`src/rtl/serial_rx_controller.sv`:
```
// Receive-side serial controller: shifts NBITS data bits (MSB first) into a word and presents it on valid/ready.
// Optional even-parity bit after the data bits when PARITY_RX_EN is defined.
module serial_rx_controller #(
  parameter int NBITS = 4
) (
  input  logic                       clk,
  input  logic                       reset,
  input  logic                       start,
  input  logic                       bit_en,
  input  logic                       rx_bit,
  input  logic                       word_ready,
  output logic [NBITS-1:0]           word,
  output logic                       word_valid,
  output logic                       busy,
  output logic [$clog2(NBITS+1)-1:0] bit_cnt,
  output logic                       overrun,
  output logic                       parity_err
);

  localparam int CW = $clog2(NBITS+1);

  typedef enum logic [1:0] {IDLE, SHIFT, PARITY, DONE} state_t;

  state_t           state, state_nxt;
  logic [NBITS-1:0] sreg;
  logic             last_bit;

  assign last_bit = (bit_cnt == CW'(NBITS-1));

  always_ff @(posedge clk or posedge reset) begin
    if (reset) state <= IDLE;
    else       state <= state_nxt;
  end

  always_comb begin
    state_nxt = state;
    case (state)
      IDLE:   if (start) state_nxt = SHIFT;
      SHIFT: begin
        if (bit_en && last_bit) begin
`ifdef PARITY_RX_EN
          state_nxt = PARITY;
`else
          state_nxt = DONE;
`endif
        end
      end
      PARITY: if (bit_en) state_nxt = DONE;
      DONE:   if (word_ready) state_nxt = IDLE;
      default: state_nxt = IDLE;
    endcase
  end

  // Start cycle only clears; data is taken exclusively from SHIFT-state strobes.
  always_ff @(posedge clk or posedge reset) begin
    if (reset) begin
      sreg    <= '0;
      bit_cnt <= '0;
    end else begin
      case (state)
        IDLE: begin
          if (start) begin
            sreg    <= '0;
            bit_cnt <= '0;
          end
        end
        SHIFT: begin
          if (bit_en) begin
            sreg    <= {sreg[NBITS-2:0], rx_bit};
            bit_cnt <= bit_cnt + CW'(1);
          end
        end
        default: ;
      endcase
    end
  end

`ifdef PARITY_RX_EN
  always_ff @(posedge clk or posedge reset) begin
    if (reset)                          parity_err <= 1'b0;
    else if (state == IDLE && start)    parity_err <= 1'b0;
    else if (state == PARITY && bit_en) parity_err <= ^{sreg, rx_bit};
  end
`else
  assign parity_err = 1'b0;
`endif

  assign word       = sreg;
  assign word_valid = (state == DONE);
  assign busy       = (state != IDLE);
  assign overrun    = start && (state != IDLE);

endmodule

```
`config.mk`:
```
export PLATFORM = sky130hd
export DESIGN_NAME = serial_rx_controller
export DESIGN_NICKNAME = d
export VERILOG_FILES = /design/src/rtl/serial_rx_controller.sv
export SDC_FILE = /design/constraint.sdc
export NUM_CORES = 1
export LEC_CHECK = 0
export BUFFER_PORTS_ARGS = -buffer_cell sky130_fd_sc_hd__buf_2
export CORE_AREA = 10 10 47 49
export DETAILED_ROUTE_END_ITERATION = 10
export DIE_AREA = 0 0 57 59
export GPL_TIMING_DRIVEN = 0
export PLACE_DENSITY = 0.79
export SETUP_SLACK_MARGIN = 0.05
export SYNTH_ARGS = -nofsm -noshare
export SYNTH_HDL_FRONTEND = slang
export SYNTH_SLANG_ARGS = --single-unit
```
`constraint.sdc`:
```
create_clock -name clk -period 5 [get_ports clk]
set_input_delay 1 -clock clk [delete_from_list [all_inputs] [get_ports clk]]
set_output_delay 1 -clock clk [all_outputs]
set_load 0.01 [all_outputs]
```
==> impl_metrics.json <==
{
  "synth_edf_count": 0,
  "yosysWarnings": 0,
  "grt_start_max_net_pins": 10,
  "hold_buffers": 0,
  "core_area_um2": 1401,
  "grt_use_total_pct": 8.497,
  "power_density_nw_per_um2": 591.7,
  "clkLatencyLatePin_ns": 0.26,
  "io_pins": 17,
  "overflow": 0,
  "synth-seq-cells": 9,
  "clock_sinks": 9,
  "max-slew-margin-rel_pct": 60.61,
  "first_pass_iters": 3,
  "postLayoutCellArea_um2": 738.2,
  "synth_cells": 59,
  "finalHoldWorstSlack_ns": 0.5022,
  "cts_made_buffers": 3,
  "drtAntennaViolNets": 0,
  "internal_power_uw": 252.9,
  "busiest_layer": "met2",
  "syn_area_um2": 616.8,
  "leakage_nw": 0.3822,
  "htreeDepth": 1,
  "dpl.hpwl_um": 1098,
  "min_period_over_period_pct": 47.80,
  "fin_setup_tns_ns": 0,
  "fin_worst_skew_ns": 0.001810,
  "rsz0062_at_grt": "no",
  "cts_root_buffer": "clkbuf_4",
  "syn_avg_cell_area_um2": 10.45,
  "maxSlewViolCount": 0,
  "power_uw": 436.8,
  "fin_cells": 94,
  "cp.arrival_ns": 1.39,
  "fill_cells": 145,
  "drtIter0Drc": 11,
  "tightest_slew_ns": 0.5847,
  "yosysMostFrequentCell": "dfrtp_1",
  "ys_seq_area_share_pct": 36.51,
  "hold_viol": 0,
  "drc": 0,
  "io_buffers": 15,
  "status": "finished clean",
  "placedCellCount": 90,
  "cts_tree": "done",
  "netSwitchingFraction_pct": 42.09,
  "yosys.area.top_type_share_pct": 36.51,
  "area_growth_pct": 19.68,
  "nNetsFinal": 91,
  "final-setup-viol-count": 0,
  "vias": 492,
  "synth_commonest_cells": "dfrtp_1, a22o_1, ha_1, inv_1",
  "wl_um": 1359,
  "initial_utilization_pct": 44.02,
  "yosysTopAreaCell": "dfrtp_1",
  "clock.fmax_mhz": 418.4,
  "clockBufferDepth": 2,
  "period_needed_ns": 2.390,
  "place_area_um2": 711.9,
  "startpoint_type": "input pin",
  "dieWidth_um": 57,
  "hold_class": "flip-flop to flip-flop",
  "grt_use_met1_pct": 9.235,
  "setup.worst_path.end_class": "primary output",
  "post_cts_buffers": 0,
  "multi_input_area_um2": 340.3,
  "grt_pass1_wl_um": 2325,
  "num_antenna_cells": 0,
  "synth_nets": 71,
  "drv_cap": 0,
  "first_global_vias": 528,
  "chipHeight_um": 59,
  "critPathMaxFanout": 4,
  "grt_use_met2_pct": 14.57,
  "ys.flop_type": "dfrtp_1",
  "p_sw_uw": 183.9,
  "sequentialPowerShare_pct": 28.5,
  "cp_data_required_time_ns": 4.00,
  "cts_resized": 0,
  "synthTopCellsByArea": "dfrtp_1, ha_1, a22o_1",
  "antenna_found_initial": 0,
  "row_count": 14,
  "power_frac_clock_pct": 13.1,
  "wl_per_cell_um": 14.46,
  "layout.area.seq_um2": 225.2,
  "synthArstFlopShare_pct": 100.0,
  "peakVddDrop_v": 0.0003616,
  "power_frac_comb_pct": 58.4,
  "die_area_um2": 3363,
  "gp_congestion": 0.7093,
  "viasPerCell": 5.234,
  "grtUsageMet3_pct": 3.433,
  "clk_pin_slew_ns": 0.06,
  "critPathKind": "input pin to primary output",
  "ys_types": 25,
  "drive_gt1_share_pct": 35.90
}
[path summary, 6_finish.rpt]
kind / from / slack [ns] / cells after the start / endpoint
worst max-delay path: start / 2.61 / 3 / overrun
worst min-delay path: word[3] / 0.50 / 2 / word[3]
worst min register to register: word[3] / 0.50 / 2 / word[3]
max in group asynchronous: reset / 4.06 / 2 / word[0]
min in group asynchronous: reset / 0.68 / 2 / bit_cnt[1]
worst max register to register: state[0] / 3.17 / 6 / state[1]
[flip-flops by register name (all words and copies together), names as in the netlist]
name,cells
bit_cnt,3
state,2
word,4
[through the flow]
step,setup slack [ns],utilization (%)
after floorplan,2.803,-
after detailed placement,2.612,50.80
after CTS,2.605,52.68
after global placement,2.609,50.80
final,2.610,52.68
after global routing,2.539,52.68
[cells in the final DEF (no fill, tap or decap), drive strengths merged]
master / instances
a22o: 7
ha: 6
buf: 17
mux2: 2
nor3: 2
dfrtp: 9
inv: 8
nor2: 1
o21ai: 3
nand3: 2
a21oi: 3
and3: 1
nor2b: 2
nand2: 3
o221ai: 3
nand2b: 1
a2111oi: 1
mux2i: 1
conb: 1
and2: 1
clkbuf: 4
[final cells by class]
type	instances	share of cell area, %
well taps	16	2.712
flip-flops and latches	9	30.51
inverters	8	4.407
clock buffers	4	3.559
multi-input cells	40	46.10
repair buffers	15	10.17
plain buffers	2	2.542
[cells by family after synthesis]
logic type	synth area share [%]
adder cells (fa/ha/maj)	12.17
AND/OR/NAND/NOR	12.37
buffers and inverters	8.317
flip-flops	36.51
other	0.6079
multiplexers	5.882
AO/OA/AOI/OAI	24.14
[layer usage]
metal  part of all wire [%]  wire length, um
met5                      0                0
met4                    1.0               14
met3                    3.6               49
met2                     53              716
met1                     43              578
[critical path: stages]
cell and delay [ns]:
buf_2 0.12, nor2b_1 0.12, buf_2 0.15
[power groups by stage]
stage	Sequential, mW	Combinational [mW]	Clock [mW]
floorplan	0.131	0.185	0
finish	0.124	0.255	0.0574
global placement	0.125	0.246	0
global route	0.129	0.284	0.0631
CTS	0.125	0.260	0.0593
detailed placement	0.127	0.258	0
Note: power is estimated with default switching activity, not from simulation.
